$ cat config.mk
export PLATFORM = sky130hd
export DESIGN_NAME = score_keeper
export DESIGN_NICKNAME = d
export VERILOG_FILES = /design/src/rtl/score_keeper.sv
export SDC_FILE = /design/constraint.sdc
export NUM_CORES = 1
export LEC_CHECK = 0
export BUFFER_PORTS_ARGS = -buffer_cell sky130_fd_sc_hd__buf_2
export CORE_MARGIN = 2
export CORE_UTILIZATION = 44
export CTS_CLUSTER_DIAMETER = 40
export CTS_CLUSTER_SIZE = 28
export DETAILED_ROUTE_END_ITERATION = 6
export PLACE_DENSITY = 0.65
export SLEW_MARGIN = 20
export SYNTH_ARGS = -nofsm -noshare
export SYNTH_HDL_FRONTEND = slang
export SYNTH_SLANG_ARGS = --single-unit
$ cat constraint.sdc
create_clock -name clk -period 4.4 [get_ports clk]
set_input_delay 0.22 -clock clk [delete_from_list [all_inputs] [get_ports clk]]
set_output_delay 0.22 -clock clk [all_outputs]
set_load 0.01 [all_outputs]
$ cat src/rtl/score_keeper.sv
`default_nettype none
// ============================================================================
// Module   : score_keeper
// Purpose  : Turns collision hit/miss pulses into score, combo and combo-enable
//            words for the display, accepting one correct hit per beat window.
// Options  : define SCORE_KEEPER_BEST_COMBO_EN to keep a best_combo register.
// Revision : 1.0  initial release
// ============================================================================
module score_keeper #(
  parameter int unsigned SCORE_MAX          = 9999,
  parameter int unsigned HIT_POINTS         = 1,
  parameter int unsigned BONUS_POINTS       = 2,
  parameter int unsigned COMBO_BONUS_THRESH = 10,
  parameter int unsigned COMBO_SHOW_MIN     = 2
) (
  input  logic        clk,
  input  logic        reset,
  input  logic        pause,
  input  logic        clear,
  input  logic        beat_tick,
  input  logic        correct_hit,
  input  logic        incorrect_hit,
  output logic [13:0] score,
  output logic [13:0] combo_count,
  output logic        combo_en,
  output logic [13:0] best_combo
);

  localparam int W = 14;

  localparam logic [W:0]   C_MAX_WIDE = (W+1)'(SCORE_MAX);
  localparam logic [W-1:0] C_MAX      = W'(SCORE_MAX);
  localparam logic [W:0]   C_HIT      = (W+1)'(HIT_POINTS);
  localparam logic [W:0]   C_BONUS    = (W+1)'(BONUS_POINTS);
  localparam logic [W-1:0] C_THRESH   = W'(COMBO_BONUS_THRESH);
  localparam logic [W-1:0] C_SHOW     = W'(COMBO_SHOW_MIN);

  typedef enum logic [1:0] {
    WAIT_BEAT = 2'd0,
    ARMED     = 2'd1,
    HIT_TAKEN = 2'd2
  } state_t;

  state_t         state_q, state_d;
  logic [W-1:0]   score_q, score_d;
  logic [W-1:0]   combo_q, combo_d;
  logic           combo_en_q;

  logic           beat_s1_q, beat_s2_q, beat_hist_q;
  logic           ch_q, ih_q;

  logic           beat_edge, ch_edge, ih_edge;
  logic [W:0]     combo_inc, score_sum, points;
  logic [W-1:0]   combo_sat, score_sat;

  // Edge-detect history flops run regardless of pause so that releasing
  // pause with an input already high never looks like a fresh rise.
  always_ff @(posedge clk) begin
    if (!reset) begin
      beat_s1_q   <= 1'b0;
      beat_s2_q   <= 1'b0;
      beat_hist_q <= 1'b0;
      ch_q        <= 1'b0;
      ih_q        <= 1'b0;
    end else begin
      beat_s1_q   <= beat_tick;
      beat_s2_q   <= beat_s1_q;
      beat_hist_q <= beat_s2_q;
      ch_q        <= correct_hit;
      ih_q        <= incorrect_hit;
    end
  end

  assign beat_edge = beat_s2_q & ~beat_hist_q;
  assign ch_edge   = correct_hit & ~ch_q;
  assign ih_edge   = incorrect_hit & ~ih_q;

  // Saturating arithmetic: one bit of headroom, then clamp.
  always_comb begin
    combo_inc = {1'b0, combo_q} + (W+1)'(1);
    combo_sat = (combo_inc > C_MAX_WIDE) ? C_MAX : combo_inc[W-1:0];
    points    = C_HIT + ((combo_sat >= C_THRESH) ? C_BONUS : '0);
    score_sum = {1'b0, score_q} + points;
    score_sat = (score_sum > C_MAX_WIDE) ? C_MAX : score_sum[W-1:0];
  end

  always_comb begin
    state_d = state_q;
    score_d = score_q;
    combo_d = combo_q;
    if (clear) begin
      state_d = WAIT_BEAT;
      score_d = '0;
      combo_d = '0;
    end else if (!pause) begin
      case (state_q)
        WAIT_BEAT: begin
          if (beat_edge) state_d = ARMED;
        end
        ARMED: begin
          // A hit landing on the closing beat still belongs to this window.
          if (ih_edge) begin
            combo_d = '0;
            state_d = beat_edge ? ARMED : HIT_TAKEN;
          end else if (ch_edge) begin
            combo_d = combo_sat;
            score_d = score_sat;
            state_d = beat_edge ? ARMED : HIT_TAKEN;
          end else if (beat_edge) begin
            combo_d = '0;
          end
        end
        HIT_TAKEN: begin
          if (ih_edge)   combo_d = '0;
          if (beat_edge) state_d = ARMED;
        end
        default: state_d = WAIT_BEAT;
      endcase
    end
  end

  always_ff @(posedge clk) begin
    if (!reset) begin
      state_q    <= WAIT_BEAT;
      score_q    <= '0;
      combo_q    <= '0;
      combo_en_q <= 1'b0;
    end else begin
      state_q    <= state_d;
      score_q    <= score_d;
      combo_q    <= combo_d;
      combo_en_q <= (combo_q >= C_SHOW);
    end
  end

  assign score       = score_q;
  assign combo_count = combo_q;
  assign combo_en    = combo_en_q;

`ifdef SCORE_KEEPER_BEST_COMBO_EN
  logic [W-1:0] best_q;

  // Survives clear so the peak from the previous game stays visible.
  always_ff @(posedge clk) begin
    if (!reset) begin
      best_q <= '0;
    end else if (combo_d > best_q) begin
      best_q <= combo_d;
    end
  end

  assign best_combo = best_q;
`else
  assign best_combo = '0;
`endif

endmodule
`default_nettype wire

==> flow_summary.yaml, run 1 <==
pwr:
  ir_drop_uv: 159
  p_leak_nw: 1.27
  combPwrFrac_pct: 3.5
  p_seq_share_pct: 50.2
  p_per_area_nw_per_um2: 215
  clkPwrFrac_pct: 46.3
  p_int_mw: 0.502
  swShare_pct: 23.4
  p_sw_mw: 0.153
job:
  cap_violations: 0
sta:
  finalHoldViolCount: 0
  finalCriticalPeriod_ps: 4110
  relSlewSlack_pct: 43.9
  tns_ps: 0
  setup_viol: 0
  slew_violations: 0
  fin_crit_sh_pct: 93.5
  setup_slack_ps: 288
  worst_pin_slew_ps: 838
  rsz0062_at_grt: "no"
  fmax_ghz: 0.243
  fin_skew_ps: 8.45
drt:
  drt_iter0_drc: 252
  wl_per_cell_um: 15.5
  ant_nets: 0
  first_pass_iters: 4
  viasPerCell: 5.95
  vias: 2747
  drc: 0
  wl_um: 7150
die:
  fp.dieH_um: 83.5
  dieArea_um2: 6970
  start_util_pct: 46.1
  io_pins: 50
  num_rows: 28
  core-area_um2: 6030
  die_x_um: 83.5
place:
  place_worst_setup_slack_ps: 277
  dp_hpwl_um: 5120
  place_congestion: 0.912
  port-buffer-count: 35
  dp_cells: 454
setup_path:
  critPathKind: "flip-flop to flip-flop"
  endpoint_kind: "flip-flop"
  max_stage_delay_ps: 500
  critPathRequiredTime_ps: 4630
  cp_cell_sequence: "buf_4 > nand4_4 > nor2_1 > nand4_1 > nand2_1 > nand2_1 > and4_1 > fa_1 > and4b_1 > or4b_1 > xor2_1 > o2111a_1 > a211oi_1 > a211oi_1"
  start_kind: "flip-flop"
  critPathSlowestCell: "dfxtp_1"
  cp.arrival_ps: 4340
  crit_fanout: 10
logic_synthesis:
  synth-seq-cells: 36
  async_flop_share_pct: 0
  synth-seq-area-share_pct: 25.9
  synth_edf_count: 0
  synth_top_area_share_pct: 25.9
  syn_inst: 365
  synth_top_flop_cell: "dfxtp_1"
  avgSynthCellArea_um2: 7.62
  synth.distinct_cells: 71
  synth_area_um2: 2780
  synth_area_leaders: "dfxtp_1 26%, nand2_1 5.4%, buf_4 4.3%, nor2_1 3.8%, a21oi_1 3.2%"
  synth_largest_area_cell: "dfxtp_1"
  yosys_warnings: 0
finish:
  fin_nets: 399
  layout_common_cells: "40 x nand2_1, 35 x buf_2, 34 x dfxtp_1"
  mostFrequentLayoutCell: "nand2_1"
  layout-drive-gt1-share_pct: 17.3
  diodes: 0
  fin_cells: 462
  synthToLayoutAreaGrowth_pct: 9.77
global_routing:
  grt_usage_pct: 20.7
  antenna_found_initial: 0
  grt_overflow: 0
  grt_pass1_wl_um: 12000
  grt_max_degree: 17
  grt_pass1_vias: 2431
clock_tree:
  cts_setup_buffers: 0
  cts_tree: "done"
  root_buffer: "clkbuf_8"
  cts_num_sinks: 36
  clkSlewWorstSetupHoldPaths_ps: 80
  cts_max_level: 2
  cts_inserted_buffers: 5
  cts_buffer_depth: 2
  clock_latency_ps: 300
run_status:
  status: "complete, no violations"
hold_path:
  hp-class: "input port to flip-flop"
-- flip-flops by register name, summed over array words and instances, names as in the netlist --
register and count:
ih_q 1, combo_en 1, beat_s2_q 1, combo_count 14, beat_s1_q 1, score 14, beat_hist_q 1, ch_q 1
state_q 2
-- worst paths after layout --
kind	start	to	slack (ps)	cells after the start
setup / recovery	combo_count[1]	score[4]	290	14
hold reg to reg	beat_s1_q	beat_s2_q	440	1
hold / removal	beat_tick	beat_s1_q	130	2
setup reg to reg	combo_count[1]	score[4]	290	14
-- metrics by stage --
stage / total power, mW / cell area (um2) / hold slack [ps] / util, %
6_report: 0.655 / 3050 / 127 / 50.6
5_1_grt: 0.679 / 3050 / 113 / 50.6
4_1_cts: 0.666 / 3030 / 112 / 50.3
3_5_place_dp: 0.359 / 2920 / 422 / 48.4
3_3_place_gp: 0.359 / 2920 / 415 / 48.4
2_1_floorplan: 0.362 / 2830 / 342 / -
-- final cells by class --
type                       instances  area (um2)
clock buffer                       5        68.8
clock inverter                     3        42.5
inverter                           8        30.0
sequential                        36         723
tap                               75        93.8
fill                             571        2970
timing repair buffer              43         235
multi-input combinational        292        1860
-- power by group through the flow --
stage	Clock, mW	Combinational, mW	Sequential (mW)
after floorplan	0	0.0255	0.336
after global placement	0	0.0229	0.336
after detailed placement	0	0.0228	0.336
after CTS	0.315	0.0228	0.328
after global routing	0.324	0.0259	0.329
final	0.303	0.0229	0.328
-- worst max-delay path, delay by kind of cell (launching register included) --
family          cells  cell delay (ps)
simple gates        8             1920
compound gates      3              670
flops               1              500
xor+xnor            1              330
buf+inv             1              220
fa+ha+maj           1              380
-- cells by family (layout without fill, tap and decap cells) --
family                     count (synthesis)  count (layout)  synth area share [%]
and+or+nand+nor                          166             166                  33.3
AOI/OAI and AO/OA                         98              98                  25.4
buffers and inverters                     50              59                  9.68
DFF                                       36              36                  25.9
xor gates and xnor gates                   7               7                  2.21
adders and majority gates                  6               6                  2.97
other                                      1              14                 0.135
muxes                                      1               1                 0.360
-- layer usage --
| metal | up-vias | track usage [%] | routed length (um) |
|---|---|---|---|
| met5 | - | 0 | 0 |
| met4 | 0 | 6.74 | 126 |
| met3 | 15 | 3.86 | 491 |
| met2 | 111 | 33.7 | 3260 |
| met1 | 1252 | 27.7 | 3280 |
| li1 | 1369 | - | - |
-- synthesized netlist by cell type (all sizes together), types with 4 or more instances --
cell / count
a211oi: 4
a21oi: 19
a22oi: 4
a31oi: 4
a41oi: 4
and2: 14
and3: 4
and4: 6
buf: 29
clkbuf: 13
dfxtp: 36
ha: 5
inv: 8
nand2: 40
nand2b: 10
nand3: 17
nand4: 6
nor2: 28
nor2b: 4
nor3: 13
nor4: 9
o21ai: 19
o221ai: 6
o22ai: 6
xor2: 4
-- what timing repair did --
| item | in CTS | in global routing |
|---|---|---|
| setup endpoints to repair | 0 | 10 |
| hold buffers | 0 | 0 |
| gates resized for setup | 0 | 6 |
| hold endpoints to repair | 0 | 0 |
Note: power is estimated with default switching activity, not from simulation.
==> run 2: changes to the inputs <==
==> constraint.sdc (replaced) <==
create_clock -name clk -period 4.8 [get_ports clk]
set_input_delay 0.24 -clock clk [delete_from_list [all_inputs] [get_ports clk]]
set_output_delay 0.24 -clock clk [all_outputs]
set_load 0.01 [all_outputs]
==> run 2 against run 1 <==
Wire length up 1.3%; sequential power shrank 8.2%; clock skew shrank 2.3 ps; final area is essentially flat.
==> flow_summary.yaml, run 2 (synthesis results as in run 1) <==
run_status:
  status: "complete, no violations"
clock_tree:
  cts_setup_buffers: 0
  cts_buffer_depth: 2
  clock_latency_ps: 280
  clkSlewWorstSetupHoldPaths_ps: 80
  cts_inserted_buffers: 5
  cts_hold_buf: 0
  cts_max_level: 2
  ctsResizeCount: 0
  root_buffer: "clkbuf_8"
  cts_tree: "done"
  cts_num_sinks: 36
sta:
  rsz0062_at_grt: "no"
  fin_crit_sh_pct: 91.4
  setup_viol: 0
  fmax_ghz: 0.228
  fin_worst_hold_slack_ps: 162
  finalHoldViolCount: 0
  setup_slack_ps: 413
  fin_skew_ps: 6.13
  relSlewSlack_pct: 43.8
  worst_pin_slew_ps: 840
  finalCriticalPeriod_ps: 4390
  slew_violations: 0
  tns_ps: 0
setup_path:
  critPathKind: "flip-flop to flip-flop"
  cp.arrival_ps: 4590
  start_kind: "flip-flop"
  critPathRequiredTime_ps: 5000
  endpoint_kind: "flip-flop"
  crit_fanout: 14
drt:
  drc: 0
  viasPerCell: 5.95
  first_pass_iters: 4
  wl_per_cell_um: 15.6
  wl_um: 7240
  drt_iter0_drc: 189
  ant_nets: 0
  vias: 2754
global_routing:
  grt_max_degree: 17
  grt_pass1_vias: 2500
  antenna_found_initial: 0
  grt_overflow: 0
  grt_pass1_wl_um: 12100
  grt_usage_pct: 20.6
die:
  io_pins: 50
  dieArea_um2: 6970
  fp.dieH_um: 83.5
  die_x_um: 83.5
  core-area_um2: 6030
  num_rows: 28
  start_util_pct: 46.1
finish:
  diodes: 0
  layout-drive-gt1-share_pct: 16.2
  fin_nets: 400
  final_area_um2: 3050
  layout_common_cells: "40 x nand2_1, 36 x dfxtp_1, 35 x buf_2"
  synthToLayoutAreaGrowth_pct: 9.81
  mostFrequentLayoutCell: "nand2_1"
  fin_cells: 463
  finalCoreUtilization_pct: 50.7
pwr:
  combPwrFrac_pct: 3.5
  totalPowerFinal_mw: 0.618
  ir_drop_uv: 161
  swShare_pct: 20.9
  p_seq_share_pct: 48.7
  p_sw_mw: 0.129
  p_int_mw: 0.489
  p_per_area_nw_per_um2: 203
  p_leak_nw: 1.29
  clkPwrFrac_pct: 47.8
place:
  place_worst_setup_slack_ps: 501
  dp_cells: 455
  dp_hpwl_um: 5070
  place_congestion: 0.921
  port-buffer-count: 35
  placed_cell_area_um2: 2930
job:
  cap_violations: 0
hold_path:
  hp-class: "input port to flip-flop"
-- run 2: cell types whose count changed in the layout (fill, tap and decap cells not counted), sizes merged --
cell	change
clkbuf	+2
clkinvlp	-1
buf	+1
clkinv	-1
-- run 2: worst paths after layout --
check	from	to	slack (ps)	cells past startpoint
max	combo_count[0]	score[4]	410	14
min	beat_tick	beat_s1_q	160	2
max reg2reg	combo_count[0]	score[4]	410	14
min reg2reg	beat_s1_q	beat_s2_q	440	1
-- run 2: cell type report --
| class | count | area (um2) |
|---|---|---|
| Fill cell | 614 | 2970 |
| Multi-Input combinational cell | 292 | 1840 |
| Sequential cell | 36 | 721 |
| Timing Repair Buffer | 44 | 243 |
| Clock buffer | 7 | 96.3 |
| Tap cell | 75 | 93.8 |
| Clock inverter | 1 | 30.0 |
| Inverter | 8 | 30.0 |
-- run 2: power by group through the flow --
stage          combinational, mW  sequential (mW)  clock [mW]
2_1_floorplan             0.0234            0.308           0
3_3_place_gp              0.0211            0.308           0
3_5_place_dp              0.0214            0.308           0
4_1_cts                   0.0215            0.301       0.305
5_1_grt                   0.0243            0.301       0.314
6_report                  0.0216            0.301       0.296
-- run 2: worst max-delay path: stages (launching register included) --
cell	delay, ps
dfxtp_1	590
ha_1	340
buf_4	190
nand3_1	200
nor2_1	250
nor2_1	70
a21o_1	200
and4_1	220
fa_1	390
and4b_1	410
or4b_1	480
xor2_1	280
o2111a_1	390
a211oi_1	70
a211oi_1	210
-- run 2: routing by layer --
metal / vias up / share of wire (%) / track usage [%]
met2: 105 / 46 / 34.4
met3: 10 / 5.9 / 3.26
met5: - / 0 / 0
met1: 1275 / 46 / 27.7
met4: 0 / 1.4 / 5.43
li1: 1364 / - / -
==> run 3: changes to the inputs <==
--- a/config.mk
+++ b/config.mk
@@ -5,13 +5,14 @@
 export SDC_FILE = /design/constraint.sdc
 export NUM_CORES = 1
 export LEC_CHECK = 0
+export ABC_AREA = 1
 export BUFFER_PORTS_ARGS = -buffer_cell sky130_fd_sc_hd__buf_2
 export CORE_MARGIN = 2
 export CORE_UTILIZATION = 44
 export CTS_CLUSTER_DIAMETER = 40
 export CTS_CLUSTER_SIZE = 28
 export DETAILED_ROUTE_END_ITERATION = 6
-export PLACE_DENSITY = 0.65
+export PLACE_DENSITY = 0.66
 export SLEW_MARGIN = 20
 export SYNTH_ARGS = -nofsm -noshare
 export SYNTH_HDL_FRONTEND = slang
==> run 3 against run 2 <==
Critical path depth grew 14; combinational power grew 13%; clock skew rose by 2.6 ps; wire length is 13% lower; setup slack better by 410 ps; maximum frequency up 10%; sequential share of layout area up 1.8 points; flip-flop and latch count unchanged; largest cell class unchanged.
==> flow_summary.yaml, run 3 <==
global_routing:
  grt_pass1_vias: 2225
  grt_overflow: 0
  grt_pass1_wl_um: 10300
  antenna_found_initial: 0
  grt_usage_pct: 20.2
  grt_max_degree: 24
logic_synthesis:
  synth_edf_count: 0
  synth_area_leaders: "dfxtp_1 28%, nand2_1 18%, inv_1 8.5%, nor2_1 7.0%, nand3_1 6.2%"
  synth.distinct_cells: 33
  avgSynthCellArea_um2: 6.12
  synth_most_common_cell: "nand2_1"
  synth_top_area_share_pct: 28.0
  synth-seq-cells: 36
  syn_inst: 420
  yosys-top-cells-count: "120 x nand2_1, 58 x inv_1, 48 x nor2_1"
  synth-seq-area-share_pct: 28.0
  synth_largest_area_cell: "dfxtp_1"
  yosys_warnings: 0
  async_flop_share_pct: 0
  synth_area_um2: 2570
  synth_top_flop_cell: "dfxtp_1"
die:
  die_x_um: 80.5
  fp.dieH_um: 80.5
  dieArea_um2: 6470
  num_rows: 27
  core-area_um2: 5570
  io_pins: 50
  start_util_pct: 46.2
sta:
  finalHoldViolCount: 0
  setup_viol: 0
  relSlewSlack_pct: 46.6
  fin_worst_hold_slack_ps: 131
  slew_violations: 0
  fin_skew_ps: 8.73
  fmax_ghz: 0.251
  rsz0062_at_grt: "no"
  worst_pin_slew_ps: 800
  tns_ps: 0
  fin_crit_sh_pct: 82.9
  finalCriticalPeriod_ps: 3980
drt:
  wl_um: 6330
  first_pass_iters: 4
  ant_nets: 0
  wl_per_cell_um: 12.1
  drt_iter0_drc: 97
  drc: 0
  viasPerCell: 4.93
  vias: 2581
clock_tree:
  root_buffer: "clkbuf_8"
  cts_hold_buf: 0
  cts_num_sinks: 36
  cts_setup_buffers: 0
  cts_max_level: 2
  cts_inserted_buffers: 5
  cts_tree: "done"
  clock_latency_ps: 290
  cts_buffer_depth: 2
  ctsResizeCount: 0
  clkSlewWorstSetupHoldPaths_ps: 90
finish:
  layout-drive-gt1-share_pct: 14.4
  synthToLayoutAreaGrowth_pct: 10.5
  fin_nets: 464
  regArea_um2: 721
  final_area_um2: 2840
  diodes: 0
  fillCellCount: 613
  multi_input_area_um2: 1510
  mostFrequentLayoutCell: "nand2_1"
  layout_common_cells: "120 x nand2_1, 58 x inv_1, 48 x nor2_1"
place:
  port-buffer-count: 35
  placed_cell_area_um2: 2730
  place_congestion: 0.964
  dp_hpwl_um: 4740
pwr:
  ir_drop_uv: 193
  p_seq_share_pct: 49.8
  p_leak_nw: 1.30
  swShare_pct: 23.7
  p_int_mw: 0.463
  combPwrFrac_pct: 4.0
  clkPwrFrac_pct: 46.2
  p_per_area_nw_per_um2: 214
  p_sw_mw: 0.144
  totalPowerFinal_mw: 0.607
setup_path:
  start_kind: "flip-flop"
  critPathRequiredTime_ps: 4940
  critPathKind: "flip-flop to flip-flop"
  max_stage_delay_ps: 460
  crit_fanout: 15
  endpoint_kind: "flip-flop"
  cp.arrival_ps: 4120
  crit_path_frequent_cell: "nand2_1"
  critPathSlowestCell: "dfxtp_1"
hold_path:
  hp-class: "input port to flip-flop"
run_status:
  status: "complete, no violations"
job:
  cap_violations: 0
==> run 3: cell types whose count changed in the layout (fill, tap and decap cells not counted), sizes merged, moves of 7 or more <==
cell,before,now
buf,44,36
nand3,17,34
nor2,28,56
nor4,9,2
nor3,13,5
a21oi,19,33
and2,14,0
nand2,40,124
inv,8,61
nand2b,10,0
==> run 3: worst max-delay path, delay by kind of cell, from the launching register on <==
| family | cells | cell delay, ps |
|---|---|---|
| simple gates | 22 | 2420 |
| compound gates | 1 | 60 |
| buf+inv | 3 | 250 |
| fa+ha+maj | 2 | 610 |
| flops | 1 | 460 |
==> run 3: through the flow <==
step                      instances  setup slack [ps]  util [%]
after floorplan                 433              1370         -
after global placement          516               915      48.9
after detailed placement        516               836      48.9
after CTS                       524               815      51.0
after global routing            524               328      51.0
final                           524               822      51.0
==> run 3: area by class of cell <==
type | count | share of cell area [%]
well taps | 72 | 3.17
clock buffers | 5 | 2.42
repair buffers | 36 | 6.43
clock inverters | 3 | 1.63
flip-flops and latches | 36 | 25.4
inverters | 60 | 7.93
multi-input cells | 312 | 53.1
==> run 3: path summary, 6_finish.rpt <==
kind / from / to / slack (ps) / cells past startpoint
setup / recovery: combo_count[1] / score[4] / 820 / 28
hold / removal: beat_tick / beat_s1_q / 130 / 3
setup reg to reg: combo_count[1] / score[4] / 820 / 28
hold reg to reg: beat_s1_q / beat_s2_q / 420 / 2
==> run 3: routing by layer <==
layer,wire [um],vias up,GRT usage [%]
li1,-,1352,-
met1,3160,1154,28.0
met2,2800,67,32.3
met3,305,8,3.26
met4,63,0,5.76
met5,0,-,0
==> run 3: logic make-up after synthesis <==
kind of cell,synth area share [%]
simple gates,38.3
fa+ha+maj,3.21
buf+inv,15.3
flops,28.0
compound gates,11.3
xor+xnor,3.75
other cells,0.146
==> run 3: power groups by stage <==
| stage | clock [mW] | sequential (mW) | combinational, mW |
|---|---|---|---|
| 2_1_floorplan | 0 | 0.309 | 0.0254 |
| 3_3_place_gp | 0 | 0.309 | 0.0237 |
| 3_5_place_dp | 0 | 0.310 | 0.0242 |
| 4_1_cts | 0.287 | 0.302 | 0.0243 |
| 5_1_grt | 0.299 | 0.303 | 0.0277 |
| 6_report | 0.281 | 0.302 | 0.0243 |
